## config.mk

```make
export PLATFORM = sky130hd
export DESIGN_NAME = fetch_stage
export DESIGN_NICKNAME = d
export VERILOG_FILES = /design/src/rtl/fetch_stage_pkg.sv /design/src/rtl/fetch_stage_reg32.sv /design/src/rtl/fetch_stage.sv
export SDC_FILE = /design/constraint.sdc
export NUM_CORES = 1
export LEC_CHECK = 0
export ABC_AREA = 1
export CAP_MARGIN = 15
export CORE_MARGIN = 5
export CORE_UTILIZATION = 50
export DETAILED_ROUTE_END_ITERATION = 6
export PLACE_DENSITY = 0.77
export SLEW_MARGIN = 5
export SYNTH_ARGS = -nofsm -noshare
export SYNTH_HDL_FRONTEND = slang
export SYNTH_SLANG_ARGS = --single-unit
```

## constraint.sdc

```tcl
create_clock -name clock -period 3.7 [get_ports clock]
set_input_delay 0.74 -clock clock [delete_from_list [all_inputs] [get_ports clock]]
set_output_delay 0.74 -clock clock [all_outputs]
set_load 0.1 [all_outputs]
```

## src/rtl/fetch_stage_pkg.sv

```systemverilog
// Shared processor definitions used by the fetch stage: NOP encoding,
// fetch FSM state encoding and the default reset PC.
package fetch_stage_pkg;

    localparam logic [31:0] NOP_INSN         = 32'h0000_0000;
    localparam logic [31:0] DEFAULT_RESET_PC = 32'h0000_0000;

    typedef enum logic {
        ST_EMPTY = 1'b0,
        ST_RUN   = 1'b1
    } fetch_state_t;

endpackage

```

## src/rtl/fetch_stage_reg32.sv

```systemverilog
// Generic 32-bit enabled register with asynchronous active-low reset
// to a parameterised value.
module fetch_stage_reg32 #(
    parameter logic [31:0] RESET_VAL = 32'h0000_0000
) (
    input  logic        clock,
    input  logic        reset,
    input  logic        en,
    input  logic [31:0] d,
    output logic [31:0] q
);

    always_ff @(posedge clock or negedge reset) begin
        if (!reset) begin
            q <= RESET_VAL;
        end else if (en) begin
            q <= d;
        end
    end

endmodule

```

## src/rtl/fetch_stage.sv

```systemverilog
// Instruction fetch stage in front of a synchronous imem: issues word
// addresses, presents the returned instruction to the F/D latch.
//
// state    | meaning
// ---------+-------------------------------------------------------------
// ST_EMPTY | no valid instruction on imem_q (after reset or redirect)
// ST_RUN   | imem_q / hold buffer carries the instruction at pc_d1
module fetch_stage
    import fetch_stage_pkg::*;
#(
    parameter logic [31:0] RESET_PC = DEFAULT_RESET_PC,
    parameter int          IMEM_AW  = 12
) (
    input  logic               clock,
    input  logic               reset,
    input  logic               stall,
    input  logic               redirect,
    input  logic [31:0]        redirect_target,
    output logic [IMEM_AW-1:0] imem_addr,
    input  logic [31:0]        imem_q,
    output logic [31:0]        out_IR,
    output logic [31:0]        out_PC_next,
    output logic               fd_wren,
    output logic               out_valid
);

    fetch_state_t state_q;
    fetch_state_t state_d;
    logic [31:0]  pc_q;
    logic [31:0]  pc_d;
    logic [31:0]  pc_d1;
    logic [31:0]  hold_buf;
    logic         hold_valid;
    logic         pc_en;
    logic         running;

    assign running = (state_q == ST_RUN);

    fetch_stage_reg32 #(
        .RESET_VAL (RESET_PC)
    ) u_pc_reg (
        .clock (clock),
        .reset (reset),
        .en    (pc_en),
        .d     (pc_d),
        .q     (pc_q)
    );

    always_ff @(posedge clock or negedge reset) begin
        if (!reset) begin
            state_q <= ST_EMPTY;
        end else begin
            state_q <= state_d;
        end
    end

    // EMPTY always advances so the pipeline refills even under stall.
    always_comb begin
        state_d = state_q;
        pc_en   = 1'b0;
        pc_d    = pc_q + 32'd1;
        if (redirect) begin
            state_d = ST_EMPTY;
            pc_en   = 1'b1;
            pc_d    = redirect_target;
        end else begin
            state_d = ST_RUN;
            pc_en   = !(stall && running);
        end
    end

    // While stalled, imem keeps reading pc_q (the next instruction), so the
    // displayed one must be parked in the hold buffer on the first stall edge.
    always_ff @(posedge clock or negedge reset) begin
        if (!reset) begin
            pc_d1      <= RESET_PC;
            hold_valid <= 1'b0;
            hold_buf   <= NOP_INSN;
        end else begin
            if (!redirect && pc_en) begin
                pc_d1 <= pc_q;
            end
            if (redirect || !stall) begin
                hold_valid <= 1'b0;
            end else if (running && !hold_valid) begin
                hold_valid <= 1'b1;
                hold_buf   <= imem_q;
            end
        end
    end

    always_comb begin
        out_valid   = running;
        out_IR      = NOP_INSN;
        out_PC_next = 32'h0000_0000;
        if (running) begin
            out_IR      = hold_valid ? hold_buf : imem_q;
            out_PC_next = pc_d1 + 32'd1;
        end
    end

    assign fd_wren   = ~stall;
    assign imem_addr = pc_q[IMEM_AW-1:0];

endmodule

```

==> flow_summary_export.csv <==
group,metric,value,unit
sta,setup_viol,0,
synthesis,ys_warn_count,0,
placed_design,gp_congestion,0.908,
routing,viasPerCell,5.17,
synthesis,synth_area,0.00632,mm²
run,cap_violations,0,
worst_setup_path,critPathMaxStageDelay,0.43,ns
layout,nets,1114,
sta,fin_skew,0.00809,ns
status,outcome,"finished clean",
power_and_ir_drop,p_clk_share,25.7,%
sta,period_needed,2.96,ns
layout,n_fill_cell,1151,
global_routing,grt_start_max_net_pins,67,
clock_tree,cts_hold_buf,0,
floorplanning,chipHeight,122,µm
layout,syn2layout_area_growth,31.0,%
layout,fin_area,0.00828,mm²
clock_tree,clk_pin_slew,0.07,ns
placed_design,dp_hpwl,13.6,mm
power_and_ir_drop,fin_total_pwr,0.00368,W
routing,via_count,6310,
clock_tree,root_buffer,"clkbuf_16",
layout,final_cell_mix,"250 x nand2_1, 110 x nor2_1, 110 x o21ai_0, 104 x inv_1, 98 x dfrtp_1",
clock_tree,cts.sinks,98,
worst_setup_path,worstPathMaxFanout,5,
hold_path,hold_path_class,"input pin to asynchronous set/reset pin",
worst_setup_path,r2r_slack,1.17,ns
synthesis,synth_nets,1000,
synthesis,yosys.area.top_type,"dfrtp_1",
synthesis,ys_seq_area_share,38.8,%
global_routing,grt_antenna_before_repair,0,
worst_setup_path,worst_path_max_delay_cell,"dfrtp_1",
placed_design,place_area,0.00798,mm²
layout,n_antenna_cell,0,
routing,detail-route-antenna-nets,0,
clock_tree,insertion_delay,0.34,ns
layout,layout_commonest_cell,"nand2_1",
floorplanning,die_w,122,µm
worst_setup_path,worstSetupEndpointType,"primary output",
sta,whs,0.401,ns
floorplanning,die_area,0.0150,mm²
sta,tightest_slew,1.01,ns
clock_tree,cts_buffer_depth,2,
sta,finalHoldViolCount,0,
worst_setup_path,timing.rr.start,"out_valid$_DFF_PN0_",
power_and_ir_drop,seq_power_share,37.6,%
floorplanning,io_pins,146,
synthesis,synth.distinct_cells,36,
clock_tree,postCtsResizedCells,0,
floorplanning,rows,41,
global_routing,grtUsageTotal,24.3,%
power_and_ir_drop,p_leak,3.78,nW
worst_setup_path,worstPathCellList,"ha_1 > nand2_2 > nor2_1 > nand2_1 > nor2_1 > nor2_1 > nor3_1 > buf_12",
power_and_ir_drop,ir_drop,0.246,mV
clock_tree,cts_buffers,9,
worst_setup_path,crit_path_start,"pc_d1[0]$_DFFE_PN0P_",
synthesis,synth-seq-cells,98,
clock_tree,ctsHtreeMaxLevel,3,
clock_tree,cts_tree,"yes",
synthesis,syn_inst,930,
sta,max-slew-margin-rel,32.3,%
worst_setup_path,cp-start-kind,"flop",
power_and_ir_drop,power_density,445,mW/mm²
power_and_ir_drop,internal_power,0.00213,W
global_routing,grt_pass1_wl,29.0,mm
routing,postRouteWirelength,17.8,mm
routing,drtIter0Drc,382,
power_and_ir_drop,p_comb_share,36.8,%
floorplanning,core_area,0.0125,mm²
synthesis,syn_avg_cell_area,6.80,µm²
sta,maxSlewViolCount,0,
worst_setup_path,cp.arrival,2.22,ns
clock_tree,cts_setup_buffers,0,
global_routing,overflow,0,
worst_setup_path,crit_top_cell,"nor2_1",
power_and_ir_drop,switching_share,42.2,%
sta,finalCritPeriodShare,80.0,%
routing,wl_per_cell,14.5,µm
floorplanning,initial_core_util,50.5,%
synthesis,yosysTopAreaCellShare,38.8,%
placed_design,port-buffer-count,145,
global_routing,grt_pass1_vias,5902,
worst_setup_path,crit_required,2.96,ns
power_and_ir_drop,p_sw,0.00156,W
layout,drive_gt1_share,17.3,%
sta,rsz0062_at_grt,"no",
routing,firstDrtPassIters,5,
worst_setup_path,crit_type,"flop to primary output",
synthesis,synth.area.top_cells,"dfrtp_1 39%, nand2_1 15%, o21ai_0 8.7%",
sta,fmax,0.338,GHz
routing,drc,0,
metal layers:
metal  global-route usage, %  wire length (µm)
met5                       0                 0
met4                    8.61               430
met3                    5.25              1280
met2                    39.9              8360
met1                    31.7              7680
layout make-up:
| cell class | instances | area (µm²) | area share [%] |
|---|---|---|---|
| multi-input combinational | 671 | 3350 | 40.5 |
| sequential | 98 | 2450 | 29.6 |
| timing repair buffer | 152 | 1540 | 18.5 |
| inverter | 112 | 420 | 5.08 |
| clock buffer | 9 | 225 | 2.72 |
| tap | 172 | 215 | 2.60 |
| clock inverter | 7 | 78.8 | 0.952 |
path summary, 6_finish.rpt:
check / endpoint / depth (start not counted)
min reg2reg: hold_buf[16]$_DFFE_PN0P_ / 2
min in group clock: hold_buf[16]$_DFFE_PN0P_ / 2
min: hold_buf[11]$_DFFE_PN0P_ / 1
max reg2reg: hold_buf[3]$_DFFE_PN0P_ / 5
max in group asynchronous: pc_d1[25]$_DFFE_PN0P_ / 2
max: out_PC_next[14] / 8
kinds of logic after synthesis:
| kind of cell | count (synthesis) | share of synthesized area (%) |
|---|---|---|
| compound gates | 190 | 15.9 |
| simple gates | 476 | 33.9 |
| fa+ha+maj | 2 | 0.396 |
| xor+xnor | 3 | 0.416 |
| buf+inv | 161 | 10.7 |
| flops | 98 | 38.8 |
sequential cells by signal (all words and copies together), names as in the netlist:
register / flops
pc_d1: 32
hold_buf: 32
hold_valid: 1
u_pc_reg.q: 32
out_valid: 1
metrics by stage:
step	cells	TNS [ns]	utilization, %	setup WS, ns
after floorplan	930	-1.14	-	-0.379
after global placement	1205	0	63.7	0.969
after detailed placement	1205	0	63.7	0.833
after CTS	1221	0	66.2	0.728
after global routing	1221	0	66.2	0.562
final	1221	0	66.2	0.741
Yosys cell counts:
cell and number:
inv_2 6, a32oi_1 1, nor2_1 110, o21ai_1 6, inv_1 105, nor2_2 10, buf_2 14, o2111ai_1 5
clkbuf_1 20, ha_1 2, a21oi_1 57, nand2_2 9, a311oi_1 1, nor2_8 2, o31ai_1 1, buf_4 14
nand3_2 2, nor2_4 12, o21a_1 1, o21ai_0 110, buf_1 1, nand2_1 250, dfrtp_1 98, nand3b_1 4
nor4_1 1, a22o_1 1, clkinv_1 1, a31oi_1 3, nor3_2 3, nand4_1 12, nor3_1 13, o211ai_1 1
nand3_1 43, nand2_4 5, xor2_1 3, o221ai_1 3
power groups by stage:
stage	registers [W]	clock network [W]	logic (W)
floorplan	0.00136	0	0.00102
global placement	0.00140	0	0.00134
detailed placement	0.00140	0	0.00136
CTS	0.00138	0.000961	0.00136
global route	0.00141	0.00101	0.00145
finish	0.00138	0.000945	0.00135
worst max-delay path: cells and delay by family, from the launching register on:
family,cells,cell delay (ns)
DFF,1,0.43
and+or+nand+nor,6,1.02
buffers and inverters,1,0.22
adders and majority gates,1,0.21
No activity file was read; power rests on OpenSTA's default activity.
==> variant 1: new RTL, same flow settings <==
Set the parameter `IMEM_AW` to 14 (it was 12).
--- a/src/rtl/fetch_stage.sv
+++ b/src/rtl/fetch_stage.sv
@@ -9,7 +9,7 @@
     import fetch_stage_pkg::*;
 #(
     parameter logic [31:0] RESET_PC = DEFAULT_RESET_PC,
-    parameter int          IMEM_AW  = 12
+    parameter int          IMEM_AW  = 14
 ) (
     input  logic               clock,
     input  logic               reset,
Ports: changed (resized imem_addr); port bits go from 146 to 148. The function was not compared with the original's and may differ.
==> variant 1 against the unedited design <==
Maximum frequency down 3.9%. Power up 1.1%. Routed wire length up 2.7%. Worst setup slack worse by 0.12 ns. Design area up 0.27%. Sequential cell count unchanged. Global-route usage up 1.1 points. Utilization up 0.18 points. Highest routed layer unchanged. Area after synthesis up 0.24%.
==> variant 1: results (changes against the unedited design) <==
| Metric | Value |
|---|---|
| Slowest stage delay, CP | 0.84 ns (+0.41 ns) |
| Post-detail-place hpwl | 13,800 µm (+1.8%) |
| Avg WL per Cell | 14.9 µm (+2.5%) |
| Wirelength, routed | 18,200 µm (+2.7%) |
| Max-slew headroom | 0.325 (+0.00106) |
| Dpl ws | 0.820 ns (-0.0130 ns) |
| EDFF count, synth | 0 (unchanged) |
| Synth top area cells | dfrtp_1 39%, nand2_1 15%, o21ai_0 8.7% |
| Worst EP arrival | 2.34 ns (+0.12 ns) |
| Critical Path Fanout Max | 21 (+16) |
| Avg Vias per Cell | 5.18 (+0.18%) |
| CP delay by family, top | flip-flops |
| Iteration-0 DRC Markers | 446 (+17%) |
| Post-synthesis xor/xnor area fraction | 0.00414 (-0.00000984) |
| Avg Inst Size Synth | 6.80 µm² (about the same) |
| Status | complete, no violations |
| Syn_nets | 1,002 (+0.20%) |
| Synth Area in Adders | 0.00395 (-0.00000937) |
| Placed insts | 1,208 (+0.25%) |
| First-pass GRT wire length | 29,900 µm (+3.2%) |
| Max Clock Skew | 0.00835 ns (+0.000260 ns) |
| Net count, final | 1,117 (+0.27%) |
| Vias in the first global route | 5,987 (+1.4%) |
| Leakage | 0.00380 µW (+0.42%) |
| Max Buffers Root-to-Sink | 2 (unchanged) |
| Peak VDD IR | 0.236 mV (-3.9%) |
| Sequential area share after synthesis | 0.387 (-0.000918) |
| Port Buffers | 147 (+1.4%) |
| Tot GR Track Use | 0.253 (+0.0106) |
| Number of setup buffers added after CTS | 0 (unchanged) |
| Post-DP Area | 8000 µm² (+0.25%) |
variant 1: changes by cell type after synthesis:
cell and delta:
buf_4 +2
variant 1: final timing paths:
path | depth (start not counted) | start | slack [ns] | endpoint
setup / recovery | 3 | out_valid | 0.62 | out_PC_next[13]
setup reg to reg | 7 | out_valid | 1.40 | hold_buf[27]
hold / removal | 1 | reset | 0.46 | hold_buf[11]
hold reg to reg | 2 | hold_buf[28] | 0.48 | hold_buf[28]
max in group asynchronous | 2 | reset | 2.54 | pc_d1[12]
min in group clock | 2 | hold_buf[28] | 0.48 | hold_buf[28]
variant 1: area by class of cell:
class	instances	area, µm²
clock inverters	4	50.0
repair buffers	155	1560
multi-input cells	671	3350
flip-flops and latches	98	2450
inverters	112	420
well taps	172	215
clock buffers	12	256
fillers	1141	4210
variant 1: power by group:
group	leakage [µW]	internal [µW]	switching [µW]	total (µW)
Combinational	0.00245	372	1000	1370
Sequential	0.00120	1230	160	1390
Clock	0.000145	560	402	962
Total	0.00380	2160	1560	3720
variant 1: logic make-up after synthesis:
family          count (synthesis)
fa+ha+maj                       2
buf+inv                       163
flops                          98
xor+xnor                        3
simple gates                  476
compound gates                190
variant 1: metal layers:
layer / routed length, µm / GRT usage / up-vias / share of wire
li1: - / - / 3220 / -
met1: 7800 / 0.332 / 2842 / 0.43
met2: 8360 / 0.402 / 241 / 0.46
met3: 1480 / 0.0594 / 34 / 0.081
met4: 597 / 0.108 / 0 / 0.033
met5: 0 / 0 / - / 0
==> variant 2: new RTL, same flow settings <==
Made on the original files. Register the input `redirect_target` before use, without a reset. The logic sees it one clock later. The other inputs are not delayed to match.
--- a/src/rtl/fetch_stage.sv
+++ b/src/rtl/fetch_stage.sv
@@ -23,6 +23,12 @@
     output logic               fd_wren,
     output logic               out_valid
 );
+
+    logic [31:0] redirect_target_q;
+
+    always_ff @(posedge clock) begin
+        redirect_target_q <= redirect_target;
+    end
 
     fetch_state_t state_q;
     fetch_state_t state_d;
@@ -62,7 +68,7 @@
         if (redirect) begin
             state_d = ST_EMPTY;
             pc_en   = 1'b1;
-            pc_d    = redirect_target;
+            pc_d    = redirect_target_q;
         end else begin
             state_d = ST_RUN;
             pc_en   = !(stall && running);
Behaviour: not the same (a bounded check fails within 4 cycles, from zero or initial values and one cycle with reset low).
==> variant 2 against the unedited design <==
The flow now finishes with violations (DRC). Worst setup slack got worse by 0.044 ns. Cell count rose by 4.8%. First-iteration DRC count rose by 77%. Via count rose by 5.4%. Power rose by 29%. Sequential cell count increased by 32. Combinational power grew 6%. Maximum frequency fell by 1.5%. Design area grew 9.8%. Area after synthesis is 9.1% higher. Critical path type unchanged. Clock skew rose by 0.0016 ns. Routed wire length increased by 8.2%. Global-route usage fell by 0.12 points.
==> variant 2: results (changes against the unedited design) <==
| Metric | Value |
|---|---|
| Avg Inst Size Synth | 7.19 µm² (+5.8%) |
| Latest clock arrival within the worst-skew pair | 0.42 ns (+0.08 ns) |
| Slew of the pin with the lowest slew margin | 1.08 ns (+0.0730 ns) |
| First-pass GRT wire length | 31,400 µm (+8.3%) |
| Synth top area cells | dfrtp_1 36%, nand2_1 14%, dfxtp_1 9.3% |
| H-tree depth | 4 (+1) |
| Port Buffers | 145 (unchanged) |
| Number of setup buffers added after CTS | 0 (unchanged) |
| Peak VDD IR | 0.323 mV (+31%) |
| Max Clock Skew | 0.00972 ns (+0.00163 ns) |
| Avg WL per Cell | 15.0 µm (+3.2%) |
| Yosys warns | 0 (unchanged) |
| Asr flop ratio synth | 0.754 (-0.246) |
| DRC viols | 2 (+2) |
| Syn_nets | 1,029 (+2.9%) |
| Failing checks | DRC |
| First drt pass iteration count | 7 (+2) |
| Antenna violations before repair | 0 (unchanged) |
| Vias in the first global route | 6,242 (+5.8%) |
| Post-detail-place hpwl | 14,100 µm (+4.1%) |
| Ys flop type | dfrtp_1 |
| Avg Vias per Cell | 5.20 (+0.64%) |
| Number of gates resized after CTS | 0 (unchanged) |
| Status | finished with violations |
| Tot GR Track Use | 0.241 (-0.00116) |
| Reg2Reg Setup Slack | 1.20 ns (+0.03 ns) |
| R2r endpoint | hold_buf[12] |
| RD Place Congestion | 0.972 (+7.1%) |
| Largest net degree at the start of global routing | 65 (-3.0%) |
| Critical Path Fanout Max | 4 (-1) |
| Iteration-0 DRC Markers | 675 (+77%) |
| CTS Buf Count | 17 (+8) |
| # diodes | 0 (unchanged) |
| Root buffer cell | clkbuf_16 |
| Worst EP arrival | 2.26 ns (+0.04 ns) |
| DIE AREA | 16,200 µm² (+8.3%) |
| Worst Hold Class | input port to async pin |
| Top cells by count, synth | 260 x nand2_1, 120 x nor2_1, 98 x dfrtp_1 |
| Sequential area share after synthesis | 0.448 (+0.0607) |
| Post-DP Area | 8540 µm² (+7.1%) |
| Worst Hold Slack | 0.412 ns (+0.0109 ns) |
| Max Buffers Root-to-Sink | 2 (unchanged) |
| Worst reg2reg path depth | 8 (+3) |
| Share of cells above drive strength 1 | 0.165 (-0.00785) |
| Fillers | 1,205 (+4.7%) |
| Worst-path clk slew | 0.06 ns |
| Synth cell types | 37 (+2.8%) |
| Leakage | 0.00423 µW (+12%) |
| Worst r2r src | out_valid |
| Wirelength, routed | 19,200 µm (+8.2%) |
| Net count, final | 1,156 (+3.8%) |
[variant 2: changes by cell type after synthesis, moves of 10 or more]
cell / change
nand2_1: +10
dfxtp_1: +32
o21ai_0: -49
nand3_1: +10
nor2_1: +10
inv_1: -16
o21ai_1: +28
[variant 2: cell families (layout without fill, tap and decap cells)]
group                      Yosys count  in the layout  synth area share
DFF                                130            130             0.448
and+or+nand+nor                    499            499             0.317
adders and majority gates            2              2           0.00363
AOI/OAI and AO/OA                  175            175             0.132
xor gates and xnor gates             5              5           0.00635
buffers and inverters              148            288            0.0921
[variant 2: layout make-up]
| type | instances | area, µm² | share of cell area |
|---|---|---|---|
| Inverter | 101 | 379 | 0.0417 |
| Tap cell | 180 | 225 | 0.0248 |
| Timing Repair Buffer | 155 | 1580 | 0.174 |
| Multi-Input combinational cell | 681 | 3260 | 0.359 |
| Sequential cell | 130 | 3090 | 0.340 |
| Clock inverter | 4 | 21.3 | 0.00234 |
| Clock buffer | 28 | 528 | 0.0581 |
[variant 2: through the flow]
stage	setup slack (ns)	TNS (ns)	total power, µW	util
global route	0.546	0	4940	0.663
finish	0.697	0	4730	0.663
detailed placement	0.880	0	3200	0.623
floorplan	-0.555	-1.11	2790	-
CTS	0.705	0	4750	0.663
global placement	0.963	0	3190	0.623
[variant 2: worst max path at each step]
stage | slack [ns] | cells past startpoint | start | to
floorplan | -0.56 | 2 | out_valid | out_PC_next[13]
global route | 0.55 | 10 | pc_d1[0] | out_PC_next[28]
finish | 0.70 | 8 | pc_d1[0] | out_PC_next[14]
global placement | 0.96 | 8 | stall | hold_buf[4]
CTS | 0.71 | 8 | pc_d1[0] | out_PC_next[14]
detailed placement | 0.88 | 8 | stall | hold_buf[8]
[variant 2: power breakdown]
part	switching (µW)	internal (µW)
sequential	159	1600
clock	582	964
combinational	1040	391
total	1780	2950
[variant 2: layer usage]
metal	track usage	wire length, µm	vias up	share of wire
met1	0.342	8880	3057	0.46
met4	0.0890	448	0	0.023
met3	0.0481	1320	38	0.069
met2	0.369	8550	239	0.45
met5	0	0	-	0
li1	-	-	3318	-
[variant 2: worst max-delay path: stages, from the launching register on]
cell	delay, ns
dfrtp_1	0.40
ha_1	0.20
nand2_2	0.08
nor2_2	0.17
nand2_1	0.18
nor2_2	0.19
nor2_1	0.05
nor3_1	0.32
buf_12	0.23
